## src/rtl/port8080_tgt_pkg.sv

```systemverilog
// port8080_pkg: shared types for the 8080-style bus target.
//   state_e  : bus-side FSM states (IDLE, WR_ACT, RD_ACT, ERR)
//   RS_CMD / RS_DATA : register-select encodings (0 = command, 1 = data)
//   ENTRY_W / entry_t : write-stream entry, packed as {rs, data[7:0]}
package port8080_pkg;

  typedef enum logic [1:0] {
    ST_IDLE,
    ST_WR_ACT,
    ST_RD_ACT,
    ST_ERR
  } state_e;

  localparam logic RS_CMD  = 1'b0;
  localparam logic RS_DATA = 1'b1;

  localparam int unsigned ENTRY_W = 9;
  typedef logic [ENTRY_W-1:0] entry_t;

  function automatic entry_t mk_entry(input logic rs_bit, input logic [7:0] data);
    return {rs_bit, data};
  endfunction

endpackage

```

## src/rtl/port8080_tgt_fifo.sv

```systemverilog
// port8080_tgt_fifo: circular write buffer for {rs,data} entries.
// Parameters: DEPTH (power of two, >= 2).
// Ports:
//   clk, rst      : clock, synchronous active-low reset
//   i_push, i_din : write request and entry
//   i_pop         : read request (head advances)
//   o_dout        : head entry
//   o_full        : DEPTH entries held
//   o_empty       : no entries held
// A push while full is ignored unless a pop happens in the same cycle.
module port8080_tgt_fifo
  import port8080_pkg::*;
#(
  parameter int unsigned DEPTH = 4
) (
  input  logic   clk,
  input  logic   rst,
  input  logic   i_push,
  input  entry_t i_din,
  input  logic   i_pop,
  output entry_t o_dout,
  output logic   o_full,
  output logic   o_empty
);

  localparam int unsigned AW = $clog2(DEPTH);

  // Pointers carry one extra wrap bit to tell full from empty.
  logic   [AW:0] r_wptr;
  logic   [AW:0] r_rptr;
  entry_t        r_mem [DEPTH];
  logic          w_do_push;
  logic          w_do_pop;

  assign o_empty   = (r_wptr == r_rptr);
  assign o_full    = (r_wptr[AW] != r_rptr[AW]) && (r_wptr[AW-1:0] == r_rptr[AW-1:0]);
  assign w_do_pop  = i_pop & ~o_empty;
  assign w_do_push = i_push & (~o_full | w_do_pop);
  assign o_dout    = r_mem[r_rptr[AW-1:0]];

  always_ff @(posedge clk) begin
    if (!rst) begin
      r_wptr <= '0;
      r_rptr <= '0;
      for (int unsigned i = 0; i < DEPTH; i++) begin
        r_mem[i] <= '0;
      end
    end else begin
      if (w_do_push) begin
        r_mem[r_wptr[AW-1:0]] <= i_din;
        r_wptr                <= r_wptr + 1'b1;
      end
      if (w_do_pop) begin
        r_rptr <= r_rptr + 1'b1;
      end
    end
  end

endmodule

```

## src/rtl/port8080_tgt.sv

```systemverilog
// port8080_tgt: target side of an 8-bit 8080-style parallel bus.
// Host strobes and data are synchronized, decoded into a {rs,data} write
// stream, and host reads are answered from the client's rd_data_i byte.
// Build option: define PORT8080_TGT_FIFO_EN for a FIFO_DEPTH-entry write
// FIFO; otherwise a single holding register buffers writes.
// Ports:
//   clk, rst                 : clock, synchronous active-low reset
//   cs_n, wr_n, rd_n, rs     : asynchronous host bus controls
//   data_i / data_o, data_oe : host data bus in / out / pad output enable
//   m_data, m_rs, m_valid, m_ready : write stream to internal client
//   rd_data_i, rd_next       : read byte from client, consume pulse
//   ovf, proto_err, err_clr  : sticky error flags and their clear
module port8080_tgt
  import port8080_pkg::*;
#(
  parameter int unsigned FIFO_DEPTH  = 4,
  parameter int unsigned SYNC_STAGES = 2
) (
  input  logic       clk,
  input  logic       rst,
  input  logic       cs_n,
  input  logic       wr_n,
  input  logic       rd_n,
  input  logic       rs,
  input  logic [7:0] data_i,
  output logic [7:0] data_o,
  output logic       data_oe,
  output logic [7:0] m_data,
  output logic       m_rs,
  output logic       m_valid,
  input  logic       m_ready,
  input  logic [7:0] rd_data_i,
  output logic       rd_next,
  output logic       ovf,
  output logic       proto_err,
  input  logic       err_clr
);

  localparam int unsigned BUS_W = 12;  // {cs_n, wr_n, rd_n, rs, data[7:0]}

  logic [BUS_W-1:0] r_sync [SYNC_STAGES];
  logic [BUS_W-1:0] r_edge;
  logic             r_armed;
  state_e           r_state;
  logic [7:0]       r_data_o;
  logic             r_data_oe;
  logic             r_rd_next;
  entry_t           r_wlat;
  logic             r_ovf;
  logic             r_proto_err;

  logic   w_cs_n, w_wr_n, w_rd_n, w_sel, w_wr_lo, w_rd_lo;
  entry_t w_bus_entry;
  logic   w_to_err, w_push, w_rd_done, w_pop, w_full, w_empty;
  entry_t w_dout;

  // Input synchronizer followed by the edge register the FSM decides on.
  // Reset clears the chain to zero so a strobe still low from before reset
  // cannot look like a fresh idle-high bus (see r_armed).
  always_ff @(posedge clk) begin
    if (!rst) begin
      for (int unsigned i = 0; i < SYNC_STAGES; i++) begin
        r_sync[i] <= '0;
      end
      r_edge <= '0;
    end else begin
      r_sync[0] <= {cs_n, wr_n, rd_n, rs, data_i};
      for (int unsigned i = 1; i < SYNC_STAGES; i++) begin
        r_sync[i] <= r_sync[i-1];
      end
      r_edge <= r_sync[SYNC_STAGES-1];
    end
  end

  assign w_cs_n      = r_edge[11];
  assign w_wr_n      = r_edge[10];
  assign w_rd_n      = r_edge[9];
  assign w_sel       = ~w_cs_n;
  assign w_wr_lo     = ~w_wr_n;
  assign w_rd_lo     = ~w_rd_n;
  assign w_bus_entry = mk_entry(r_edge[8], r_edge[7:0]);

  // After reset, transactions start only once both strobes were seen high,
  // so a write or read interrupted by reset is abandoned rather than resumed.
  always_ff @(posedge clk) begin
    if (!rst) begin
      r_armed <= 1'b0;
    end else if (w_wr_n && w_rd_n) begin
      r_armed <= 1'b1;
    end
  end

  assign w_to_err  = ((r_state == ST_IDLE) && r_armed && w_sel && w_wr_lo && w_rd_lo) ||
                     ((r_state == ST_WR_ACT) && w_sel && w_rd_lo) ||
                     ((r_state == ST_RD_ACT) && w_sel && w_wr_lo);
  assign w_push    = (r_state == ST_WR_ACT) && !w_to_err && (w_wr_n || w_cs_n);
  assign w_rd_done = (r_state == ST_RD_ACT) && !w_to_err && (w_rd_n || w_cs_n);

  // r_wlat keeps refreshing while wr is low, so the pushed entry is the
  // synchronized bus value from the cycle before the strobe went high.
  always_ff @(posedge clk) begin
    if (!rst) begin
      r_state   <= ST_IDLE;
      r_data_o  <= '0;
      r_data_oe <= 1'b0;
      r_rd_next <= 1'b0;
      r_wlat    <= '0;
    end else begin
      r_rd_next <= 1'b0;
      case (r_state)
        ST_IDLE: begin
          if (w_to_err) begin
            r_state <= ST_ERR;
          end else if (r_armed && w_sel && w_wr_lo) begin
            r_state <= ST_WR_ACT;
            r_wlat  <= w_bus_entry;
          end else if (r_armed && w_sel && w_rd_lo) begin
            r_state   <= ST_RD_ACT;
            r_data_o  <= rd_data_i;
            r_data_oe <= 1'b1;
          end
        end
        ST_WR_ACT: begin
          if (w_to_err) begin
            r_state <= ST_ERR;
          end else if (w_push) begin
            r_state <= ST_IDLE;
          end else begin
            r_wlat <= w_bus_entry;
          end
        end
        ST_RD_ACT: begin
          if (w_to_err) begin
            r_state   <= ST_ERR;
            r_data_oe <= 1'b0;
          end else if (w_rd_done) begin
            r_state   <= ST_IDLE;
            r_data_oe <= 1'b0;
            r_rd_next <= 1'b1;
          end
        end
        ST_ERR: begin
          r_data_oe <= 1'b0;
          if (w_wr_n && w_rd_n) begin
            r_state <= ST_IDLE;
          end
        end
        default: begin
          r_state   <= ST_IDLE;
          r_data_oe <= 1'b0;
        end
      endcase
    end
  end

  assign w_pop = m_valid & m_ready;

`ifdef PORT8080_TGT_FIFO_EN
  port8080_tgt_fifo #(
    .DEPTH (FIFO_DEPTH)
  ) u_fifo (
    .clk     (clk),
    .rst     (rst),
    .i_push  (w_push),
    .i_din   (r_wlat),
    .i_pop   (w_pop),
    .o_dout  (w_dout),
    .o_full  (w_full),
    .o_empty (w_empty)
  );
`else
  entry_t r_hold;
  logic   r_hold_valid;

  always_ff @(posedge clk) begin
    if (!rst) begin
      r_hold       <= '0;
      r_hold_valid <= 1'b0;
    end else if (w_push && (!r_hold_valid || w_pop)) begin
      r_hold       <= r_wlat;
      r_hold_valid <= 1'b1;
    end else if (w_pop) begin
      r_hold_valid <= 1'b0;
    end
  end

  assign w_dout  = r_hold;
  assign w_full  = r_hold_valid;
  assign w_empty = ~r_hold_valid;
`endif

  // Sticky flags; a clear wins over a set arriving in the same cycle.
  always_ff @(posedge clk) begin
    if (!rst) begin
      r_ovf       <= 1'b0;
      r_proto_err <= 1'b0;
    end else if (err_clr) begin
      r_ovf       <= 1'b0;
      r_proto_err <= 1'b0;
    end else begin
      if (w_push && w_full && !w_pop) begin
        r_ovf <= 1'b1;
      end
      if (w_to_err) begin
        r_proto_err <= 1'b1;
      end
    end
  end

  assign data_o    = r_data_o;
  assign data_oe   = r_data_oe;
  assign rd_next   = r_rd_next;
  assign m_data    = w_dout[7:0];
  assign m_rs      = w_dout[8];
  assign m_valid   = ~w_empty;
  assign ovf       = r_ovf;
  assign proto_err = r_proto_err;

endmodule
```

## config.mk

```make
export PLATFORM = sky130hd
export DESIGN_NAME = port8080_tgt
export DESIGN_NICKNAME = d
export VERILOG_FILES = /design/src/rtl/port8080_tgt_pkg.sv /design/src/rtl/port8080_tgt_fifo.sv /design/src/rtl/port8080_tgt.sv
export SDC_FILE = /design/constraint.sdc
export NUM_CORES = 1
export LEC_CHECK = 0
export ABC_AREA = 1
export BUFFER_PORTS_ARGS = -buffer_cell sky130_fd_sc_hd__buf_2
export CORE_ASPECT_RATIO = 0.8
export CORE_MARGIN = 2
export CORE_UTILIZATION = 40
export DETAILED_ROUTE_END_ITERATION = 16
export MAX_ROUTING_LAYER = met4
export RECOVER_POWER = 50
export SLEW_MARGIN = 0
export SYNTH_ARGS = -nofsm -noshare
export SYNTH_HDL_FRONTEND = slang
export SYNTH_HIERARCHICAL = 1
export SYNTH_SLANG_ARGS = --single-unit
```

## constraint.sdc

```tcl
create_clock -name clk -period 2.5 [get_ports clk]
set_clock_uncertainty 0.2 [all_clocks]
set_input_delay 0.25 -clock clk [delete_from_list [all_inputs] [get_ports clk]]
set_output_delay 0.25 -clock clk [all_outputs]
set_load 0.02 [all_outputs]
```

==> summary.md <==
| Metric | Value |
|---|---|
| Crit Path Class | in -> reg |
| Die height | 74.4 um |
| Multiplexer share of the synthesized area | 0% |
| Synth Warn # | 6 |
| Multi-input gate area in the final layout | between 800 and 900 sq um |
| Period utilization | between 80% and 90% |
| Arrival @ worst endpoint | 2100 ps |
| Drt drc | 0 |
| Crit Path Max Fanout | 40 |
| Main flop type after synthesis | dfxtp_1 |
| Syn_area_per_cell | about 8.1 sq um |
| Most common cell after layout, fill and taps aside | dfxtp_1 |
| Worst Max-Slew Pin Slew | ~1500 ps |
| Layout cells sized above 1 | 17.1% |
| Placed cells | 425 |
| Reg-to-reg startpoint | r_state[0]$_SDFFE_PN0P_ |
| Diode count | 0 |
| Avg WL per Cell | 9.42 um |
| Xor/xnor share of the synthesized area | 0% |
| Clock sink count | 70 |
| HPWL Detailed | approximately 2.7 mm |
| PD cells | 886 nW/um^2 |
| Pin count of the biggest net entering global routing | roughly 40 |
| Fill cells | 567 |
| Slew headroom | 2.10% |
| RSZ-0062 raised after global routing | no |
| Row cnt | 25 |
| Top achievable clock speed | 0.492 GHz |
| Simple-Gate Fraction of Synth Area | about a quarter |
| Die width | between 90 and 100 um |
| Post-route insts no fill | roughly 460 |
| Drt pass-1 iters | 4 |
| Port bufs | 45 |
| Antenna violations before repair | 0 |
| Initial Util | approximately two fifths |
| Post-synthesis adder-cell area fraction | about 2.5% |
| Synthesized cell area | 2480 sq um |
| Antenna viol nets, final | 0 |
| Inserted Clock Buffers | 9 |
| Startpoint types | primary input |
| Max-slew violations | 0 |
| Die area | between 6000 and 7000 sq um |
| # IOs | 46 |
| Crit. Startpoint | rst |
| Vias per cell | between 4 and 5 |
| Post-layout min period | ~2000 ps |
| Leak | between 1.5 and 2 nW |
| Compound-Gate Fraction of Synth Area | roughly 7.7% |
| Hold Path Depth | 4 |
| TritonCTS clock tree | yes |
| H-tree depth | 3 |
| Vias | roughly 1,900 |
| Clock latency on the worst-skew pair | roughly 340 ps |
| CP required | between 2000 and 3000 ps |
| Sequential share of the synthesized area | a little under three fifths |
| Final Setup Violations | 0 |
| Most frequent cells in the layout | dfxtp_1 (70), nor2_1 (62), nand2_1 (53) |
| EDFF count, synth | 0 |
| Worst VDD drop | about 470 uV |
| Reg area | 1400 sq um |
| Depth of the worst register-to-register path | 8 |
| Status | completed |
| Synth unique cells | 24 |
| Worst reg2reg path endpoint | data_o[3]$_SDFFE_PN0P_ |
| Yosys reg bits | 70 |
| Vias in the first global route | 1,762 |
| Clk buf depth | 2 |
| Global route overflow | 0 |
| Post-synth net total | 334 |
| First-pass GRT wire length | about 7.5 mm |
| Reg2Reg Setup Slack | about 510 ps |
| Hold crit path type | in -> reg |
| Kind of end point of the critical path | register |
| Clock root cell | clkbuf_8 |
| Worst Setup EP | r_state[1]$_SDFFE_PN0P_ |
| Setup TNS | 0 ps |
| Final cell area excluding filler cells | around 3200 sq um |
| Post-synth ARST share | 0% |
| CORE AREA | 5940 sq um |
| Largest family of logic cells by synthesized area | simple AND/OR/NAND/NOR gates |
| Final Hold Viols | 0 |
| RD Place Congestion | roughly 0.89 |
| Detailed Route Iter0 Violations | 111 |
| GR Util All Layers | between 10% and 20% |
| Fin nets | just over 400 |
| Area grow syn2layout | 28.4% |
| Setup bufs post-CTS | 0 |
| Placed instance area | around 2800 sq um |
| Synthesized instance count | a little over 300 |
| Layout Utilization | roughly 54% |
| Max_cap viols | 0 |
| Drt total wl | 4.35 mm |
| Clk slew on worst S/H paths | approximately 70 ps |
-- flip-flops by register name, summed over array words and instances (netlist names) --
signal,flops
data_o,8
data_oe,1
m_valid,1
ovf,1
proto_err,1
r_armed,1
r_edge,12
r_hold,9
r_state,2
r_sync,24
r_wlat,9
rd_next,1
-- cells by family (layout without fill, tap and decap cells) --
group                    count (synthesis)  in the layout
AO/OA/AOI/OAI                           38             38
adder cells (fa/ha/maj)                  5              5
buffers and inverters                   59            135
flip-flops                              70             70
AND/OR/NAND/NOR                        133            133
-- power breakdown --
group          internal [W]  switching [W]  total (W)
registers           0.00124      0.0000548    0.00129
clock network      0.000514       0.000386   0.000900
logic              0.000231       0.000397   0.000628
-- layout make-up --
cell class                 instances  area share (%)
tap                               81            3.19
inverter                          52            6.41
multi-input combinational        176            26.6
clock inverter                     3            1.34
sequential                        70            44.0
clock buffer                      13            4.99
timing repair buffer              67            13.4
-- layer usage --
layer  wire (um)  global-route usage, %  up-vias
met4          35                   5.47        0
met2        1910                   23.4       52
met3         272                   7.19        2
li1            -                      -     1069
met1        2130                   16.1      759
met5           0                      -        -
-- repair_timing --
action                                  4_1_cts  5_1_grt
endpoints found under the setup margin        0        0
gates resized for setup                       0        0
endpoints found under the hold margin        22        0
hold buffers                                 21        0
-- critical path: stages --
cell and delay (ps):
clkbuf_1 1040, clkbuf_2 590, nand2_1 100, nor2_1 90
-- synth_stat cells (2+ instances only) --
cell type	n	share of area [%]
nand2_4	2	0.91
nor2_1	62	9.4
nand3_1	2	0.40
o21ai_0	33	6.7
clkbuf_1	7	1.1
nand4_1	5	1.3
ha_1	5	2.5
inv_1	47	7.1
dfxtp_1	70	57
a21oi_1	5	1.0
nand2_1	53	8.0
inv_2	2	0.30
-- through the flow --
| step | hold slack [ps] | total power, W | worst slack [ps] |
|---|---|---|---|
| floorplan | 127 | 0.00179 | 762 |
| global placement | 193 | 0.00193 | 506 |
| detailed placement | 195 | 0.00192 | 504 |
| CTS | 6.92 | 0.00287 | 506 |
| global route | 34.3 | 0.00301 | 242 |
| finish | 21.5 | 0.00282 | 467 |
-- how the worst min path moves through the flow --
stage	startpoint	slack [ps]	endpoint
6_report	m_ready	20	m_valid$_SDFFE_PN0P_
5_1_grt	m_ready	30	m_valid$_SDFFE_PN0P_
4_1_cts	m_ready	7	m_valid$_SDFFE_PN0P_
3_5_place_dp	r_sync[0][10]$_SDFF_PN0_	190	r_sync[1][10]$_SDFF_PN0_
3_3_place_gp	r_sync[0][11]$_SDFF_PN0_	190	r_sync[1][11]$_SDFF_PN0_
2_1_floorplan	err_clr	130	ovf$_SDFFE_PP0P_
Note: power is estimated with default switching activity, not from simulation.
